### config.mk
export PLATFORM = sky130hd
export DESIGN_NAME = spm_bus_if
export DESIGN_NICKNAME = d
export VERILOG_FILES = /design/src/rtl/spm_bus_if.sv
export SDC_FILE = /design/constraint.sdc
export NUM_CORES = 1
export LEC_CHECK = 0
export ABC_AREA = 1
export ABC_CLOCK_PERIOD_IN_PS = 1500
export CORE_ASPECT_RATIO = 1.2
export CORE_MARGIN = 5
export CORE_UTILIZATION = 36
export DETAILED_ROUTE_END_ITERATION = 16
export PLACE_DENSITY = 0.87
export SKIP_LAST_GASP = 1
export SYNTH_ARGS = -nofsm -noshare
export SYNTH_HDL_FRONTEND = slang
export SYNTH_SLANG_ARGS = --single-unit
export TNS_END_PERCENT = 30
### constraint.sdc
create_clock -name clk -period 1.5 [get_ports clk]
set_input_delay 0.3 -clock clk [delete_from_list [all_inputs] [get_ports clk]]
set_output_delay 0.3 -clock clk [all_outputs]
set_load 0.005 [all_outputs]
### src/rtl/spm_bus_if.sv
// Per-stage memory access initiator: routes pipeline requests to the SPM port
// (one-cycle read turnaround) or to the shared system bus (req/grant/ready).
module spm_bus_if #(
  parameter int          SPM_ADDR_W = 12,
  parameter logic [2:0]  SPM_SEL    = 3'b011
) (
  input  logic                  clk,
  input  logic                  reset_,
  input  logic                  stall,
  input  logic                  flush,
  input  logic [29:0]           cpu_addr,
  input  logic                  cpu_as_,
  input  logic                  cpu_rw,
  input  logic [31:0]           cpu_wr_data,
  output logic [31:0]           rd_data,
  output logic                  busy,
  output logic [SPM_ADDR_W-1:0] spm_addr,
  output logic                  spm_as_,
  output logic                  spm_rw,
  output logic [31:0]           spm_wr_data,
  input  logic [31:0]           spm_rd_data,
  output logic                  bus_req_,
  input  logic                  bus_grnt_,
  output logic [29:0]           bus_addr,
  output logic                  bus_as_,
  output logic                  bus_rw,
  output logic [31:0]           bus_wr_data,
  input  logic [31:0]           bus_rd_data,
  input  logic                  bus_rdy_,
  output logic [2:0]            o_dbg_state
);

  // Handshake: the stage holds cpu_* steady while busy is 1; a read result is
  // valid on rd_data in the cycle busy is 0 that ends the access.
  typedef enum logic [2:0] {
    IDLE      = 3'd0,
    SPM_RD    = 3'd1,
    BUS_REQ   = 3'd2,
    BUS_ACC   = 3'd3,
    BUS_STALL = 3'd4
  } state_t;

  state_t      r_state;
  logic [31:0] r_rd_buf;
  logic        r_bus_req_;
  logic        r_bus_as_;
  logic        r_bus_rw;
  logic [29:0] r_bus_addr;
  logic [31:0] r_bus_wr_data;

  logic w_req;
  logic w_hit;
  logic w_spm_sel;

  assign w_req     = !cpu_as_ && !flush && (r_state == IDLE);
  assign w_hit     = (cpu_addr[29:27] == SPM_SEL);
  assign w_spm_sel = w_req && w_hit && reset_;

  assign spm_addr    = cpu_addr[SPM_ADDR_W-1:0];
  assign spm_wr_data = cpu_wr_data;
  assign spm_as_     = !w_spm_sel;
  assign spm_rw      = w_spm_sel ? cpu_rw : 1'b1;

  assign bus_req_    = r_bus_req_;
  assign bus_as_     = r_bus_as_;
  assign bus_rw      = r_bus_rw;
  assign bus_addr    = r_bus_addr;
  assign bus_wr_data = r_bus_wr_data;
  assign o_dbg_state = r_state;

  always_comb begin
    busy    = 1'b0;
    rd_data = r_rd_buf;
    case (r_state)
      IDLE:      busy = w_req && (!w_hit || cpu_rw);
      SPM_RD:    rd_data = spm_rd_data;
      BUS_REQ:   busy = 1'b1;
      BUS_ACC: begin
        busy = bus_rdy_;
        if (!bus_rdy_) rd_data = bus_rd_data;
      end
      BUS_STALL: rd_data = r_rd_buf;
      default:   busy = 1'b0;
    endcase
    if (!reset_) begin
      busy    = 1'b0;
      rd_data = 32'h0;
    end
  end

  always_ff @(posedge clk) begin
    if (!reset_) begin
      r_state       <= IDLE;
      r_rd_buf      <= 32'h0;
      r_bus_req_    <= 1'b1;
      r_bus_as_     <= 1'b1;
      r_bus_rw      <= 1'b1;
      r_bus_addr    <= 30'h0;
      r_bus_wr_data <= 32'h0;
    end else begin
      case (r_state)
        IDLE: begin
          if (w_req) begin
            if (w_hit) begin
              if (cpu_rw) r_state <= SPM_RD;
            end else begin
              r_bus_req_    <= 1'b0;
              r_bus_addr    <= cpu_addr;
              r_bus_rw      <= cpu_rw;
              r_bus_wr_data <= cpu_wr_data;
              r_state       <= BUS_REQ;
            end
          end
        end
        SPM_RD: begin
          r_rd_buf <= spm_rd_data;
          r_state  <= stall ? BUS_STALL : IDLE;
        end
        BUS_REQ: begin
          // Ready in this state is ignored; only grant moves us on.
          if (!bus_grnt_) begin
            r_bus_as_ <= 1'b0;
            r_state   <= BUS_ACC;
          end
        end
        BUS_ACC: begin
          r_bus_as_ <= 1'b1;
          if (!bus_rdy_) begin
            if (r_bus_rw) r_rd_buf <= bus_rd_data;
            r_bus_req_ <= 1'b1;
            r_state    <= stall ? BUS_STALL : IDLE;
          end
        end
        BUS_STALL: begin
          if (!stall) r_state <= IDLE;
        end
        default: r_state <= IDLE;
      endcase
    end
  end

endmodule
## Word-level counts from Yosys, hierarchy flattened

Cells that the tools add are included.

- Bits in writable memories: 0
- Bits in latches: 0
- Logic and storage cells: 62
- Register bits after elaboration: 100
- Memory bits (read-only): 0
- Memories kept: 0

- Div/mod/pow operators: 0
- Multiply operators: 0
- Order comparisons: 0
- Reduce and logical (&&, ||, !) cells: 19
- Equality and inequality tests: 12
- Bitwise logic cells: 1
- Shift-type cells: 0
- Add/subtract/negate cells: 0
- Muxes and demuxes: 23

Operators by type and width:

| cell | count |
|---|---|
| $mux W32 | 4 |
| $pmux W32 S2 | 2 |
| $mux W3 | 7 |
| $pmux W3 S5 | 1 |
| $ne A2 B2 Y1 const B | 6 |
| $eq A3 B2 Y1 const B | 3 |
| $mux W1 | 6 |
| $reduce_and A3 Y1 | 2 |
| $reduce_bool A2 Y1 | 3 |
| $logic_and A1 B1 Y1 | 5 |
| $reduce_and A5 Y1 | 1 |
| $logic_not A1 Y1 | 4 |
| $pmux W1 S2 | 2 |
| $reduce_and A4 Y1 | 1 |
| $eq A3 B1 Y1 const B | 1 |
| $eq A3 B3 Y1 const B | 1 |
| $logic_not A3 Y1 | 1 |
| $ne A3 B3 Y1 const B | 1 |
| $pmux W1 S3 | 1 |
| $reduce_and A2 Y1 | 1 |
| $logic_or A1 B1 Y1 | 1 |
| $not A1 Y1 | 1 |

## Depth between registers and ports, before layout

Gate-level depths: netlist of the first run.

- Word-level depth: 6
- Depth in mapped cells: 10
- Gate-level depth less buffers: 9

## Worst setup path after synthesis of the first run

No wires, ideal clock.

- Path type: register to output
- From: reg r_state[0] (netlist: o_dbg_state[0])
- To: out rd_data[26]
- Cell stages (with the launch flop): 10
- Arrival time: 1.286 ns
- Setup slack: -0.086 ns
- Cells stage by stage: dfxtp_1 -> nand2_2 -> nor2_4 -> buf_2 -> nand2_1 -> nand2_1 -> o21ai_0 -> nand3_1 -> nand2_1 -> inv_1

- Longest elaborated chain between the ends: 3

RTL lines:

| what | RTL line | RTL |
|---|---|---|
| start: declaration | 43 | `state_t r_state;` |
| start signal: assignment | 117 | `r_state <= stall ? BUS_STALL : IDLE;` |
| start signal: assignment | 131 | `r_state <= stall ? BUS_STALL : IDLE;` |
| $eq A3 B2 Y1 / $eq A3 B1 Y1 (equally long branches) | 74 | `case (r_state)` |
| $pmux W32 S2 (*) | 74 |  |
| $mux W32 (*) | 85 | `if (!reset_) begin` |
| end: declaration | 15 | `output logic [31:0] rd_data,` |

Every way passes the cells marked *; elsewhere a longest branch is shown, timed or not.

## Worst setup path after layout of the first run

- From: reg r_state[1] (netlist: o_dbg_state[1])
- To: out rd_data[3]

The elaborated chain is that of the path after synthesis.

==> results.py, run 1 <==
metrics = {
    "worst_setup_path": {
        "cp.buffers_inverters": 5,
        "path_max_fanout": 5,
        "startpoint_of_the_worst_register_to_register_path": "o_dbg_state[0]",
        "critical-path-slowest-cell": "sky130_fd_sc_hd__dfxtp_4",
        "cpMostUsedCell": "sky130_fd_sc_hd__nand2_1",
        "critical_path.startpoint_type": "flop",
        "worst_ep_arrival_time_ns": 1.79,
        "worst_r2r_endpoint": "bus_addr[15]",
        "r2r_slack_ns": -0.38,
        "crit_family": "buffers and inverters",
        "reg2regPathDepth": 11,
        "crit_path_max_incr_delay_ns": 0.38,
        "critical_path_class": "flop to output port",
        "critical_path.endpoint_type": "output port",
        "cp_cell_sequence": "buf_6 > nand4_1 > buf_4 > clkbuf_16 > nand2_1 > o21ai_1 > nand3_1 > nand2_1 > inv_1 > buf_2",
        "worstPathRequired_ns": 1.20,
    },
    "placement": {
        "gp_congestion": 0.8188,
        "place.detailed.hpwl_um": 14760,
        "io_buffer_count": 280,
    },
    "clock_tree": {
        "numCtsBuffers": 9,
        "clock_latency_ns": 0.34,
        "clock_tree.buffer_depth": 2,
        "cts.sink_count": 100,
        "cts_hold_buf": 0,
        "cts_htree_levels": 3,
        "clkSlewWorstSetupHoldPaths_ns": 0.08,
        "cts_tree": "done",
        "root_buffer_master": "sky130_fd_sc_hd__clkbuf_16",
    },
    "cells_and_area": {
        "num_antenna_cells": 0,
        "final_nets": 1261,
        "layout_commonest_cell": "sky130_fd_sc_hd__clkdlybuf4s50_1",
        "final_cell_mix": "238 x sky130_fd_sc_hd__clkdlybuf4s50_1, 163 x sky130_fd_sc_hd__nand2_1, 120 x sky130_fd_sc_hd__nor2_1",
        "syn_to_final_growth_pct": 90.83,
        "post_route_cells_drive_above_1_share_pct": 25.35,
    },
    "hold_path": {
        "hold_end": "bus_as_",
        "worstHoldPathType": "primary input to flop",
        "min_delay_path_depth": 3,
        "worstHoldStart": "reset_",
    },
    "power": {
        "p_leak_uw": 0.004748,
        "design_power_total_uw": 13340,
        "powerDensity_nw_per_um2": 1337,
        "worst_ir_drop_vdd_v": 0.0006002,
    },
    "timing": {
        "clock.fmax_mhz": 478.4,
        "clock_skew_ns": 0.01249,
        "rsz0062_at_grt": "yes",
        "max_transition_viols_final": 0,
        "max_slew_margin_pct": 74.88,
        "timing.final.crit_share_pct": 139.4,
        "setup_ws_ns": -0.5903,
        "worst_slew_pin_slew_ns": 0.3768,
        "timing.setup.tns_ns": -49.14,
        "final_hold_viol_count": 0,
        "finalSetupViolCount": 209,
        "minimum_clock_period_ns": 2.090,
    },
    "grt": {
        "grt_usage_pct": 27.59,
        "grt_antenna_before_repair": 0,
        "grt-ovfl-total": 0,
        "grt_first_pass_wirelength_um": 37120,
        "pin_count_of_the_biggest_net_entering_global_routing": 57,
        "grt_pass1_vias": 6985,
    },
    "synthesis": {
        "synth-seq-area-share_pct": 38.31,
        "postSynthNetCount": 934,
        "synthesis.area_per_instance_um2": 6.533,
        "synth_cell_type_count": 24,
        "synth_warnings": 0,
        "ys_seq_elements": 100,
        "synthesis.instances": 800,
        "netlist_area_um2": 5226,
    },
    "drt": {
        "route.detailed.vias_per_inst": 5.278,
        "wire_per_inst_um": 19.67,
        "remaining_drc_errors": 0,
        "ant_nets": 0,
        "wl_um": 25710,
        "via_total_after_detailed_routing": 6898,
        "drtPass1Iterations": 5,
        "detailedRoute.firstIterationViolations": 557,
    },
    "floorplanning": {
        "ios": 281,
        "die_h_um": 142.0,
        "die_area_um2": 17040,
        "die-width_um": 120.0,
        "core.rowCount": 48,
        "initial_utilization_pct": 36.56,
        "core_area_um2": 14290,
    },
    "status": {
        "status": "finished with violations",
        "violations": "setup timing",
    },
    "flow_run": {
        "maxCapViolations": 0,
    },
}
## metal layers
metal,track usage (%),vias up,wire length [µm]
met5,0,-,0
met4,13.15,0,1156
met3,8.748,84,2617
met2,50.80,403,12990
met1,28.24,3206,8950
li1,-,3205,-
## synth_stat cells
library cell,count,area share [%]
sky130_fd_sc_hd__a21oi_1,5,0.48
sky130_fd_sc_hd__nand2_1,207,15
sky130_fd_sc_hd__clkinv_1,2,0.14
sky130_fd_sc_hd__buf_4,45,6.5
sky130_fd_sc_hd__nand3b_1,1,0.14
sky130_fd_sc_hd__nand4_1,3,0.36
sky130_fd_sc_hd__nor2_2,1,0.12
sky130_fd_sc_hd__buf_1,1,0.072
sky130_fd_sc_hd__o211ai_1,2,0.29
sky130_fd_sc_hd__nand3_1,38,3.6
sky130_fd_sc_hd__dfxtp_1,100,38
sky130_fd_sc_hd__a31oi_1,33,4.0
sky130_fd_sc_hd__buf_2,16,1.5
sky130_fd_sc_hd__inv_2,1,0.072
sky130_fd_sc_hd__nand2_4,1,0.22
sky130_fd_sc_hd__inv_1,44,3.2
sky130_fd_sc_hd__clkbuf_1,27,1.9
sky130_fd_sc_hd__nor2_4,2,0.43
sky130_fd_sc_hd__o21ai_0,108,10
sky130_fd_sc_hd__o21ai_1,18,1.7
sky130_fd_sc_hd__a21oi_4,1,0.31
sky130_fd_sc_hd__nand2_2,2,0.24
sky130_fd_sc_hd__nor2_1,135,9.7
sky130_fd_sc_hd__buf_6,7,1.5
## registers in the layout, summed over array words and instances (netlist names)
signal       flops
o_dbg_state      3
bus_wr_data     32
bus_rw           1
bus_as_          1
r_rd_buf        32
bus_req_         1
bus_addr        30
## worst max path at each step
stage,cells past startpoint,start,slack (ns),end
after floorplan,8,o_dbg_state[1],-0.006,rd_data[26]
after global placement,9,bus_rdy_,-0.74,rd_data[9]
after detailed placement,9,bus_rdy_,-0.80,rd_data[14]
after CTS,13,o_dbg_state[2],-0.61,rd_data[26]
after global routing,13,o_dbg_state[2],-0.67,rd_data[4]
final,10,o_dbg_state[1],-0.59,rd_data[3]
## worst register-to-register path: cells and delay by family, from the launching register on
kind                   cells  cell delay, ns
and+or+nand+nor            5            0.49
buffers and inverters      5            0.66
DFF                        1            0.37
AOI/OAI and AO/OA          1            0.24
## repair_timing
action,CTS,global route
pin swaps,62,74
cloned,17,3
resized for setup,308,112
setup buffers,39,17
setup endpoints to repair,189,245
## per-stage QoR
step	cells	worst slack (ns)	instance area, µm²	util [%]	hold slack (ns)
CTS	1299	-0.6142	9713	67.95	0.3701
global placement	1228	-0.7396	8322	58.22	0.4599
global route	1307	-0.6728	9973	69.77	0.3991
floorplan	800	-0.006243	5239	-	0.4445
finish	1307	-0.5903	9973	69.77	0.4028
detailed placement	1228	-0.8024	8322	58.22	0.4703
## power breakdown
part	switching, µW	internal (µW)	total (µW)
clock network	1160	1210	2370
registers	540	3400	3940
logic	3370	3660	7030
## layout make-up
class | count | area [µm²]
Sequential cell | 100 | 2013
Multi-Input combinational cell | 558 | 2997
Tap cell | 175 | 219.0
Timing Repair Buffer | 411 | 4255
Clock inverter | 6 | 56.30
Inverter | 47 | 193.9
Clock buffer | 10 | 239.0
Fill cell | 1025 | 4320
## cell families after synthesis
family | synth area share (%)
buffers and inverters | 14.89
AND/OR/NAND/NOR | 29.71
AO/OA/AOI/OAI | 17.09
flip-flops | 38.31
Note: power is estimated with default switching activity, not from simulation.
==> inputs of run 2 (changes only) <==
--- a/config.mk
+++ b/config.mk
@@ -7,11 +7,13 @@
 export LEC_CHECK = 0
 export ABC_AREA = 1
 export ABC_CLOCK_PERIOD_IN_PS = 1500
-export CORE_ASPECT_RATIO = 1.2
-export CORE_MARGIN = 5
-export CORE_UTILIZATION = 36
+export CAP_MARGIN = 20
+export CORE_AREA = 5 5 107 109
+export CTS_BUF_LIST = sky130_fd_sc_hd__clkbuf_8
 export DETAILED_ROUTE_END_ITERATION = 16
-export PLACE_DENSITY = 0.87
+export DIE_AREA = 0 0 112 114
+export DONT_BUFFER_PORTS = 1
+export PLACE_DENSITY = 0.77
 export SKIP_LAST_GASP = 1
 export SYNTH_ARGS = -nofsm -noshare
 export SYNTH_HDL_FRONTEND = slang
==> results.py, run 2 (same netlist as run 1, synthesis figures left out) <==
metrics = {
    "floorplanning": {
        "core.rowCount": 38,
        "die_h_um": 114,
        "ios": 281,
        "core_area_um2": 10510,
        "die_area_um2": 12770,
        "initial_utilization_pct": 49.74,
        "die-width_um": 112,
    },
    "placement": {
        "gp_congestion": 0.8355,
        "preCtsSetupSlack_ns": -0.003195,
        "detailed_place.area_um2": 5125,
        "place.detailed.instances": 871,
        "place.detailed.hpwl_um": 10240,
        "io_buffer_count": 0,
    },
    "cells_and_area": {
        "n_fill_cell": 1096,
        "final_cell_mix": "207 x sky130_fd_sc_hd__nand2_1, 134 x sky130_fd_sc_hd__nor2_1, 108 x sky130_fd_sc_hd__o21ai_0",
        "post_route_cells_drive_above_1_share_pct": 7.744,
        "final_nets": 878,
        "layout.cell_area.non_filler_um2": 5358,
        "syn_to_final_growth_pct": 2.514,
        "final_cells": 890,
        "layout_commonest_cell": "sky130_fd_sc_hd__nand2_1",
    },
    "grt": {
        "grt_usage_pct": 21.48,
        "grt_first_pass_wirelength_um": 22630,
        "grt-ovfl-total": 0,
        "grt_pass1_vias": 4415,
        "grt_antenna_before_repair": 1,
        "pin_count_of_the_biggest_net_entering_global_routing": 135,
    },
    "status": {
        "violations": "setup timing",
        "status": "finished with violations",
    },
    "drt": {
        "drtPass1Iterations": 5,
        "wl_um": 14610,
        "route.detailed.vias_per_inst": 5.391,
        "remaining_drc_errors": 0,
        "detailedRoute.firstIterationViolations": 455,
        "via_total_after_detailed_routing": 4798,
        "wire_per_inst_um": 16.42,
        "ant_nets": 0,
    },
    "worst_setup_path": {
        "reg2regPathDepth": 9,
        "critical_path.startpoint_type": "flop",
        "cp-startpoint": "o_dbg_state[0]",
        "critical_path.endpoint_type": "output port",
        "worst_r2r_endpoint": "bus_wr_data[15]",
        "path_max_fanout": 26,
        "critical_path_class": "flop to output port",
        "worst_ep_arrival_time_ns": 1.55,
        "r2r_slack_ns": 0.01,
        "startpoint_of_the_worst_register_to_register_path": "o_dbg_state[1]",
        "worstPathRequired_ns": 1.20,
    },
    "clock_tree": {
        "numCtsBuffers": 9,
        "clkSlewWorstSetupHoldPaths_ns": 0.10,
        "cts_htree_levels": 3,
        "clock_latency_ns": 0.35,
        "clock_tree.buffer_depth": 2,
        "cts.sink_count": 100,
        "cts_tree": "done",
        "cts_hold_buf": 0,
        "root_buffer_master": "sky130_fd_sc_hd__clkbuf_8",
    },
    "power": {
        "total_switching_power_uw": 3442,
        "p_int_uw": 5352,
        "powerDensity_nw_per_um2": 1641,
        "worst_ir_drop_vdd_v": 0.0007430,
        "clock_power_share_pct": 19.1,
        "combinationalPowerShare_pct": 36.2,
        "design_power_total_uw": 8794,
        "p_leak_uw": 0.002578,
        "power.sequential.fraction_pct": 44.7,
        "swShare_pct": 39.14,
    },
    "timing": {
        "max_transition_viols_final": 0,
        "clock.fmax_mhz": 539.4,
        "setup_ws_ns": -0.3541,
        "final_hold_viol_count": 0,
        "clock_skew_ns": 0.007323,
        "minimum_clock_period_ns": 1.854,
        "max_slew_margin_pct": 78.91,
        "worst_slew_pin_slew_ns": 0.3151,
        "final.hold.worst_slack_ns": 0.05072,
        "rsz0062_at_grt": "yes",
        "finalSetupViolCount": 35,
        "timing.final.crit_share_pct": 123.6,
    },
    "hold_path": {
        "worstHoldPathType": "primary input to flop",
        "min_delay_path_depth": 1,
        "hold_end": "bus_as_",
        "worstHoldStart": "reset_",
    },
    "flow_run": {
        "maxCapViolations": 0,
    },
}
run 2: changes by cell type in the layout (fill, tap and decap cells not counted), moves of 20 or more:
cell                              delta
sky130_fd_sc_hd__nand2_4            -31
sky130_fd_sc_hd__o21ai_2            -20
sky130_fd_sc_hd__nand2_1            +44
sky130_fd_sc_hd__o21ai_1            -50
sky130_fd_sc_hd__o21ai_0            +74
sky130_fd_sc_hd__buf_4              -58
sky130_fd_sc_hd__buf_2              -32
sky130_fd_sc_hd__clkdlybuf4s50_1   -238
run 2: cell type report:
class | instances | area, µm² | share of cell area (%)
Antenna cell | 1 | 2.502 | 0.04671
Sequential cell | 100 | 2006 | 37.44
Tap cell | 140 | 175.2 | 3.269
Multi-Input combinational cell | 557 | 2454 | 45.80
Inverter | 47 | 177.7 | 3.316
Clock buffer | 10 | 137.6 | 2.569
Timing Repair Buffer | 29 | 351.6 | 6.562
Clock inverter | 6 | 53.80 | 1.004
run 2: metal layers:
metal / global-route usage [%] / vias to the layer above / part of all wire [%]
met5: 0 / - / 0
met4: 8.013 / 0 / 2.0
met3: 7.056 / 22 / 11
met2: 36.01 / 243 / 47
met1: 25.80 / 2109 / 40
li1: - / 2424 / -
run 2: power groups by stage:
| stage | logic, µW | clock network (µW) | registers [µW] |
|---|---|---|---|
| after floorplan | 2590 | 0 | 3830 |
| after CTS | 3190 | 1730 | 3930 |
| final | 3180 | 1680 | 3930 |
| after detailed placement | 3180 | 0 | 3980 |
| after global routing | 3680 | 1840 | 4010 |
| after global placement | 3130 | 0 | 3970 |
run 2: worst max path at each step:
stage / endpoint / slack, ns / cells past startpoint
finish: rd_data[26] / -0.35 / 9
global route: rd_data[28] / -0.54 / 10
CTS: rd_data[26] / -0.41 / 9
detailed placement: rd_data[25] / -0.003 / 7
global placement: rd_data[26] / 0.01 / 7
floorplan: rd_data[26] / -0.006 / 8
run 2: worst max-delay path, cell delays in order, from the launching register on:
cell	delay [ns]
sky130_fd_sc_hd__dfxtp_2	0.39
sky130_fd_sc_hd__nand2_4	0.08
sky130_fd_sc_hd__nor2_4	0.11
sky130_fd_sc_hd__buf_12	0.18
sky130_fd_sc_hd__nand2_1	0.10
sky130_fd_sc_hd__nand2_1	0.06
sky130_fd_sc_hd__o21ai_0	0.07
sky130_fd_sc_hd__nand3_1	0.07
sky130_fd_sc_hd__nand2_1	0.05
sky130_fd_sc_hd__inv_1	0.09
run 2: timing repair:
| item | in CTS | in global routing |
|---|---|---|
| resized for setup | 1 | 2 |
| cloned | 0 | 1 |
| setup buffers | 0 | 1 |
| pin swaps | 0 | 1 |
| setup endpoints to repair | 39 | 102 |
run 2: through the flow:
stage                 TNS, ns  utilization, %
detailed placement  -0.003195           48.77
floorplan             -0.1629               -
global route           -22.42           50.99
CTS                    -13.08           50.63
finish                 -11.08           50.99
global placement            0           48.77
